File: config.mk
export PLATFORM = sky130hd
export DESIGN_NAME = pc_multi_context_flat
export DESIGN_NICKNAME = d
export VERILOG_FILES = /design/src/rtl/pc_multi_context_pkg.sv /design/src/rtl/pc_multi_context_if.sv /design/src/rtl/pc_multi_context_rr_picker.sv /design/src/rtl/pc_multi_context.sv /design/src/flat_wrapper.sv
export SDC_FILE = /design/constraint.sdc
export NUM_CORES = 1
export LEC_CHECK = 0
export CAP_MARGIN = 20
export CORE_MARGIN = 4
export CORE_UTILIZATION = 45
export CTS_CLUSTER_SIZE = 30
export DETAILED_ROUTE_END_ITERATION = 6
export GPL_TIMING_DRIVEN = 0
export PLACE_DENSITY = 0.73
export REMOVE_ABC_BUFFERS = 1
export SLEW_MARGIN = 25
export SYNTH_ARGS = -nofsm -noshare
export SYNTH_HDL_FRONTEND = slang
export SYNTH_SLANG_ARGS = --single-unit
File: constraint.sdc
create_clock -name clock -period 5.9 [get_ports clock]
set_clock_uncertainty 0.05 [all_clocks]
set_input_delay 0.59 -clock clock [delete_from_list [all_inputs] [get_ports clock]]
set_output_delay 0.59 -clock clock [all_outputs]
set_load 0.1 [all_outputs]
File: src/rtl/pc_multi_context_pkg.sv
// Shared types and helpers for the multi-context program counter.
//   pc_state_t : RUN / SWITCH / HALT controller states
//   ctx_w()    : context-index width, never narrower than 1 bit
//   rr_next()  : index of the next set mask bit after cur (wrapping), -1 if none
// The time-slice feature is selected with the PC_QUANTUM_EN macro in the top.
package pc_ctx_pkg;

    typedef enum logic [1:0] {
        RUN    = 2'd0,
        SWITCH = 2'd1,
        HALT   = 2'd2
    } pc_state_t;

    localparam int RR_MAX = 32;

    function automatic int ctx_w(input int n);
        int w;
        w = (n <= 2) ? 1 : $clog2(n);
        return w;
    endfunction

    // Searches cur+1 .. cur+n-1 (mod n); cur itself is never a candidate.
    function automatic int rr_next(input logic [RR_MAX-1:0] mask, input int cur, input int n);
        int res;
        int idx;
        res = -1;
        for (int k = 1; k < RR_MAX; k++) begin
            if (k < n) begin
                idx = (cur + k) % n;
                if (res < 0 && mask[idx[4:0]]) begin
                    res = idx;
                end
            end
        end
        return res;
    endfunction

endpackage

File: src/rtl/pc_multi_context_if.sv
// Pipeline / OS-unit bundle for pc_multi_context.
//   master : next-PC logic and kernel unit (drive stall/isHalt/pcNext/ctx*)
//   slave  : the PC unit (drives pcAtual/pcValid/ctxAtual/halted/haltMask/preempt)
interface pc_multi_context_if #(
    parameter int WIDTH   = 32,
    parameter int NUM_CTX = 4
);
    import pc_ctx_pkg::*;
    localparam int CTX_W = ctx_w(NUM_CTX);

    logic               stall;
    logic               isHalt;
    logic [WIDTH-1:0]   pcNext;
    logic               ctxSwitch;
    logic [CTX_W-1:0]   ctxTarget;
    logic               ctxLoad;
    logic [CTX_W-1:0]   ctxLoadIdx;
    logic [WIDTH-1:0]   ctxLoadVal;
    logic [WIDTH-1:0]   pcAtual;
    logic               pcValid;
    logic [CTX_W-1:0]   ctxAtual;
    logic               halted;
    logic [NUM_CTX-1:0] haltMask;
    logic               preempt;

    modport master (
        output stall, isHalt, pcNext, ctxSwitch, ctxTarget, ctxLoad, ctxLoadIdx, ctxLoadVal,
        input  pcAtual, pcValid, ctxAtual, halted, haltMask, preempt
    );

    modport slave (
        input  stall, isHalt, pcNext, ctxSwitch, ctxTarget, ctxLoad, ctxLoadIdx, ctxLoadVal,
        output pcAtual, pcValid, ctxAtual, halted, haltMask, preempt
    );

endinterface

File: src/rtl/pc_multi_context_rr_picker.sv
// Combinational round-robin search for the next runnable context after i_cur.
//   i_mask  : runnable contexts (1 = may be scheduled)
//   i_cur   : current context (excluded from the search)
//   o_found : a different runnable context exists
//   o_idx   : that context (don't-care when o_found=0)
module pc_rr_picker
    import pc_ctx_pkg::*;
#(
    parameter int NUM_CTX = 4,
    parameter int CTX_W   = ctx_w(NUM_CTX)
) (
    input  logic [NUM_CTX-1:0] i_mask,
    input  logic [CTX_W-1:0]   i_cur,
    output logic               o_found,
    output logic [CTX_W-1:0]   o_idx
);

    logic [RR_MAX-1:0] w_mask;
    int                w_next;

    always_comb begin
        w_mask                = '0;
        w_mask[NUM_CTX-1:0]   = i_mask;
        w_next                = rr_next(w_mask, int'(i_cur), NUM_CTX);
    end

    assign o_found = (w_next >= 0);
    assign o_idx   = CTX_W'(w_next);

endmodule

File: src/rtl/pc_multi_context.sv
// Multi-context program counter: one saved PC and halt flag per hardware context,
// OS-driven context switch with a one-cycle bubble, stall, halt and context restore.
// Optional time-slice preemption is built when PC_QUANTUM_EN is defined.
//   clock, resetCPU  : rising-edge clock, synchronous active-high reset
//   bus (slave)      : stall/isHalt/pcNext/ctxSwitch/ctxTarget/ctxLoad* in,
//                      pcAtual/pcValid/ctxAtual/halted/haltMask/preempt out
//
// state  | meaning
// RUN    | current context fetching, pcValid=1
// SWITCH | one-cycle bubble after a context change
// HALT   | current context halted, waits for switch or ctxLoad
module pc_multi_context
    import pc_ctx_pkg::*;
#(
    parameter int               WIDTH     = 32,
    parameter int               NUM_CTX   = 4,
    parameter logic [WIDTH-1:0] RESET_VEC = '0,
    parameter int               QUANTUM   = 64
) (
    input  logic             clock,
    input  logic             resetCPU,
    pc_multi_context_if.slave bus
);

    localparam int CTX_W = ctx_w(NUM_CTX);

    pc_state_t          r_state, w_state_n;
    logic [WIDTH-1:0]   r_pc, w_pc_n;
    logic [CTX_W-1:0]   r_cur, w_cur_n;
    logic [NUM_CTX-1:0] r_halt, w_halt_n;
    logic [WIDTH-1:0]   r_ctx_pc   [NUM_CTX];
    logic [WIDTH-1:0]   w_ctx_pc_n [NUM_CTX];

    logic               w_ext_sw, w_sw, w_load, w_preempt;
    logic [CTX_W-1:0]   w_tgt, w_pre_tgt;

    // Out-of-range targets and self-switches never start a bubble.
    assign w_ext_sw = bus.ctxSwitch && (32'(bus.ctxTarget) < 32'(NUM_CTX))
                      && (bus.ctxTarget != r_cur) && (r_state != SWITCH);
    assign w_sw     = w_ext_sw || w_preempt;
    assign w_tgt    = w_ext_sw ? bus.ctxTarget : w_pre_tgt;
    assign w_load   = bus.ctxLoad && (32'(bus.ctxLoadIdx) < 32'(NUM_CTX));

`ifdef PC_QUANTUM_EN
    localparam int CNT_W = $clog2(QUANTUM);
    logic [CNT_W-1:0] r_cnt;
    logic             w_rr_found;
    logic [CTX_W-1:0] w_rr_idx;

    pc_rr_picker #(.NUM_CTX(NUM_CTX), .CTX_W(CTX_W)) u_rr (
        .i_mask  (~r_halt),
        .i_cur   (r_cur),
        .o_found (w_rr_found),
        .o_idx   (w_rr_idx)
    );

    // No runnable peer means no pulse; the counter simply wraps.
    assign w_preempt = (r_state == RUN) && (r_cnt == CNT_W'(QUANTUM - 1))
                       && !bus.ctxSwitch && w_rr_found;
    assign w_pre_tgt = w_rr_idx;

    always_ff @(posedge clock) begin
        if (resetCPU || w_sw) begin
            r_cnt <= '0;
        end else if (r_state == RUN && !bus.stall) begin
            r_cnt <= (r_cnt == CNT_W'(QUANTUM - 1)) ? '0 : r_cnt + CNT_W'(1);
        end
    end
`else
    assign w_preempt = 1'b0;
    assign w_pre_tgt = '0;
`endif

    always_comb begin
        w_state_n = r_state;
        w_pc_n    = r_pc;
        w_cur_n   = r_cur;
        w_halt_n  = r_halt;
        for (int i = 0; i < NUM_CTX; i++) begin
            w_ctx_pc_n[i] = r_ctx_pc[i];
        end

        case (r_state)
            RUN: begin
                if (w_sw) begin
                    w_ctx_pc_n[r_cur] = bus.stall ? r_pc : bus.pcNext;
                    w_cur_n           = w_tgt;
                    w_pc_n            = r_ctx_pc[w_tgt];
                end else if (!bus.stall) begin
                    w_pc_n            = bus.pcNext;
                    w_ctx_pc_n[r_cur] = bus.pcNext;
                end
                if (bus.isHalt) begin
                    w_halt_n[r_cur] = 1'b1;
                end
            end
            HALT: begin
                // Saved PC already equals pcAtual while halted, nothing to save.
                if (w_sw) begin
                    w_cur_n = w_tgt;
                    w_pc_n  = r_ctx_pc[w_tgt];
                end
            end
            default: ;
        endcase

        // Restore wins over advance/halt; it lands in pcAtual only for the
        // context that will be current after this edge.
        if (w_load) begin
            w_ctx_pc_n[bus.ctxLoadIdx] = bus.ctxLoadVal;
            w_halt_n[bus.ctxLoadIdx]   = 1'b0;
            if (w_sw ? (bus.ctxLoadIdx == w_tgt) : (bus.ctxLoadIdx == r_cur)) begin
                w_pc_n = bus.ctxLoadVal;
            end
        end

        if (w_sw) begin
            w_state_n = SWITCH;
        end else begin
            w_state_n = w_halt_n[w_cur_n] ? HALT : RUN;
        end
    end

    always_ff @(posedge clock) begin
        if (resetCPU) begin
            r_state <= RUN;
            r_pc    <= RESET_VEC;
            r_cur   <= '0;
            r_halt  <= '0;
            for (int i = 0; i < NUM_CTX; i++) begin
                r_ctx_pc[i] <= RESET_VEC;
            end
        end else begin
            r_state  <= w_state_n;
            r_pc     <= w_pc_n;
            r_cur    <= w_cur_n;
            r_halt   <= w_halt_n;
            r_ctx_pc <= w_ctx_pc_n;
        end
    end

    assign bus.pcAtual  = r_pc;
    assign bus.pcValid  = (r_state == RUN);
    assign bus.ctxAtual = r_cur;
    assign bus.halted   = r_halt[r_cur];
    assign bus.haltMask = r_halt;
    assign bus.preempt  = w_preempt;

endmodule

File: src/flat_wrapper.sv
// flat-port wrapper written by rule: the top's interface ports become plain ports
module pc_multi_context_flat import pc_ctx_pkg::*;
#(
    parameter int               WIDTH     = 32,
    parameter int               NUM_CTX   = 4,
    parameter logic [WIDTH-1:0] RESET_VEC = '0,
    parameter int               QUANTUM   = 64
)
  (clock, resetCPU, bus_stall, bus_isHalt, bus_pcNext, bus_ctxSwitch, bus_ctxTarget, bus_ctxLoad, bus_ctxLoadIdx, bus_ctxLoadVal, bus_pcAtual, bus_pcValid, bus_ctxAtual, bus_halted, bus_haltMask, bus_preempt);
  pc_multi_context_if #(.WIDTH(WIDTH), .NUM_CTX(NUM_CTX)) bus_i ();
  input  logic clock;
  input  logic resetCPU;
  input wire logic [$bits(bus_i.stall)-1:0] bus_stall;
  input wire logic [$bits(bus_i.isHalt)-1:0] bus_isHalt;
  input wire logic [$bits(bus_i.pcNext)-1:0] bus_pcNext;
  input wire logic [$bits(bus_i.ctxSwitch)-1:0] bus_ctxSwitch;
  input wire logic [$bits(bus_i.ctxTarget)-1:0] bus_ctxTarget;
  input wire logic [$bits(bus_i.ctxLoad)-1:0] bus_ctxLoad;
  input wire logic [$bits(bus_i.ctxLoadIdx)-1:0] bus_ctxLoadIdx;
  input wire logic [$bits(bus_i.ctxLoadVal)-1:0] bus_ctxLoadVal;
  output wire logic [$bits(bus_i.pcAtual)-1:0] bus_pcAtual;
  output wire logic [$bits(bus_i.pcValid)-1:0] bus_pcValid;
  output wire logic [$bits(bus_i.ctxAtual)-1:0] bus_ctxAtual;
  output wire logic [$bits(bus_i.halted)-1:0] bus_halted;
  output wire logic [$bits(bus_i.haltMask)-1:0] bus_haltMask;
  output wire logic [$bits(bus_i.preempt)-1:0] bus_preempt;
  assign bus_i.stall = bus_stall;
  assign bus_i.isHalt = bus_isHalt;
  assign bus_i.pcNext = bus_pcNext;
  assign bus_i.ctxSwitch = bus_ctxSwitch;
  assign bus_i.ctxTarget = bus_ctxTarget;
  assign bus_i.ctxLoad = bus_ctxLoad;
  assign bus_i.ctxLoadIdx = bus_ctxLoadIdx;
  assign bus_i.ctxLoadVal = bus_ctxLoadVal;
  assign bus_pcAtual = bus_i.pcAtual;
  assign bus_pcValid = bus_i.pcValid;
  assign bus_ctxAtual = bus_i.ctxAtual;
  assign bus_halted = bus_i.halted;
  assign bus_haltMask = bus_i.haltMask;
  assign bus_preempt = bus_i.preempt;
  pc_multi_context #(.WIDTH(WIDTH), .NUM_CTX(NUM_CTX), .RESET_VEC(RESET_VEC), .QUANTUM(QUANTUM)) u_core (.clock(clock), .resetCPU(resetCPU), .bus(bus_i));
endmodule
==> results.json <==
{
  "run_status": "finished clean",
  "path_class": "reg2out",
  "slowest_stage": "clkdlybuf4s50_1",
  "drive_above_1_share_pct": 9.46,
  "htree_levels": 4,
  "grt_pass1_wl_um": 52400,
  "gr-total-overflow": 0,
  "ios": 115,
  "seqCellArea_um2": 3360,
  "antenna_found_initial": 0,
  "std_cell_rows": 51,
  "worst-slew-pin-transition_ns": 1.13,
  "pre_cts_ws_ns": 2.31,
  "die_h_um": 150,
  "crit_start": "u_core.bus.ctxAtual[0]",
  "cts_tree": "yes",
  "antennaDiodeCount": 0,
  "netlist_area_um2": 9120,
  "fin_crit_sh_pct": 56.6,
  "cp_cell_sequence": "mux4_2, clkdlybuf4s50_1",
  "ys_ff_latch": 168,
  "total_power_mw": 3.56,
  "slew-limit-headroom_pct": 24.7,
  "grt.total_usage_pct": 29.6,
  "cts_resized": 0,
  "grt_max_degree": 45,
  "cts_buffer_depth": 2,
  "fp.coreArea_um2": 19700,
  "peakVddDrop_uv": 174,
  "cp_top_family": "buffers and inverters",
  "multiInputGateArea_um2": 5400,
  "period_needed_ns": 3.34,
  "final_common_cell": "nand2_1",
  "clk_pin_slew_worst_paths_ns": 0.06,
  "layout_common_cells": "nand2_1, dfxtp_1, nand3_1",
  "cts_setup_buffers": 0,
  "seq_area_frac_synth_pct": 36.9,
  "nFillCells": 1711,
  "path_buf_inv": 1,
  "viasPerCell": 6.75,
  "antenna_left": 0,
  "synth-warning-count": 0,
  "first_pass_iters": 6,
  "power.density_nw_per_um2": 313,
  "drv_slew": 0,
  "cp-end-kind": "primary output",
  "vias": 9920,
  "cts-root-buf": "clkbuf_16",
  "finalSetupViolCount": 0,
  "timing.hold.ws_ns": 0.468,
  "clock_sinks": 168,
  "clk_latency_ns": 0.44,
  "fin_cells": 1470,
  "hold_buffers": 0,
  "p_leak_nw": 4.19,
  "hold_viol": 0,
  "dieArea_um2": 22600,
  "layout.nets": 1266,
  "die_w_um": 150,
  "dp_hpwl_um": 20900,
  "initial_core_util_pct": 46.2,
  "path_max_fanout": 13,
  "arrival_ns": 2.70,
  "areaGrowthSynthToFinish_pct": 24.9,
  "synth_cell_type_count": 50,
  "crit_required_ns": 5.26,
  "syn_area_per_cell_um2": 7.99,
  "r2r_end": "u_core.r_ctx_pc[125]",
  "cp.depth": 2,
  "rsz0062_at_grt": "false",
  "cp-endpoint": "bus_halted",
  "crit_path_max_incr_delay_ns": 0.98,
  "r2r_cells": 5,
  "synth_edf_count": 0,
  "wl_um": 33600,
  "final_area_um2": 11400,
  "placed_cell_area_um2": 10800,
  "fmax_mhz": 300,
  "port-buffer-count": 113,
  "finalWeightedCongestion": 0.813,
  "final_util_pct": 57.8,
  "hold_path_class": "reg2reg",
  "ys_async_sr_fraction_pct": 0,
  "dp_cells": 1437,
  "cts_buffers": 17,
  "final.setup.tns_ns": 0,
  "cap_violations": 0,
  "fin_ws_ns": 2.56,
  "regToRegStartpoint": "u_core.bus.ctxAtual[1]",
  "drtIter0Drc": 1314,
  "ff2ff_setup_slack_ns": 2.71,
  "netlist_instances": 1141,
  "start_kind": "register",
  "grt_pass1_vias": 9717,
  "wire_per_inst_um": 22.8,
  "drc": 0,
  "ys.flop_type": "dfxtp_1"
}
-- routing by layer --
layer	wire length, um	GRT usage, %
met2	15500	47.1
met4	1700	17.2
met5	0	0
met3	3450	5.30
met1	12900	37.8
-- sequential cells by signal, summed over array words and instances, names as in the netlist --
register             cells
u_core.r_ctx_pc        128
u_core.bus.pcAtual      32
u_core.bus.haltMask      4
u_core.bus.ctxAtual      2
u_core.r_state           2
-- layout make-up --
type | count | share of cell area, %
repair buffers | 140 | 14.5
well taps | 265 | 2.91
multi-input cells | 857 | 47.4
clock buffers | 20 | 4.10
flip-flops and latches | 168 | 29.5
inverters | 8 | 0.264
clock inverters | 12 | 1.30
-- worst min-delay path, cell delays in order, from the launching register on --
cell	delay, ns
dfxtp_1	0.35
a31oi_1	0.07
nor2_1	0.07
-- synth_stat cells, drive strengths merged, types with 2 or more instances --
master	count	area, um^2
a21oi	6	37.5
a311oi	3	26.3
a31o	2	17.5
a31oi	10	62.6
and2	5	31.3
and3	3	18.8
and4	2	17.5
buf	32	158
clkbuf	76	285
dfxtp	168	3360
inv	8	30.0
mux2	20	225
mux2i	75	751
nand2	209	785
nand3	129	646
nand3b	2	15.0
nor2	51	191
nor2b	5	31.3
nor3	3	20.0
o2111a	2	22.5
o211ai	4	35.0
o21ai	113	566
o221ai	124	1090
o22a	25	219
o22ai	33	206
o31a	5	43.8
o31ai	5	37.5
or2	3	18.8
or3	3	18.8
xor2	2	32.5
-- logic make-up after synthesis --
logic type / synth area share, %
AOI/OAI and AO/OA: 26.5
other: 0.0411
buffers and inverters: 5.19
muxes: 10.9
DFF: 36.9
and+or+nand+nor: 20.1
xor gates and xnor gates: 0.357
-- how the worst min path moves through the flow --
stage | from | end | cells past startpoint
after global routing | u_core.r_ctx_pc[65] | u_core.r_ctx_pc[65] | 2
after global placement | u_core.r_ctx_pc[65] | u_core.r_ctx_pc[65] | 2
final | u_core.bus.haltMask[1] | u_core.bus.haltMask[1] | 2
after detailed placement | u_core.r_ctx_pc[94] | u_core.r_ctx_pc[94] | 2
after floorplan | u_core.r_ctx_pc[65] | u_core.r_ctx_pc[65] | 2
after CTS | u_core.r_ctx_pc[94] | u_core.r_ctx_pc[94] | 2
-- where the power goes --
part / switching [mW] / internal (mW)
Sequential: 0.0974 / 1.25
Clock: 0.477 / 0.697
Combinational: 0.699 / 0.345
(Power assumes the default switching activity.)
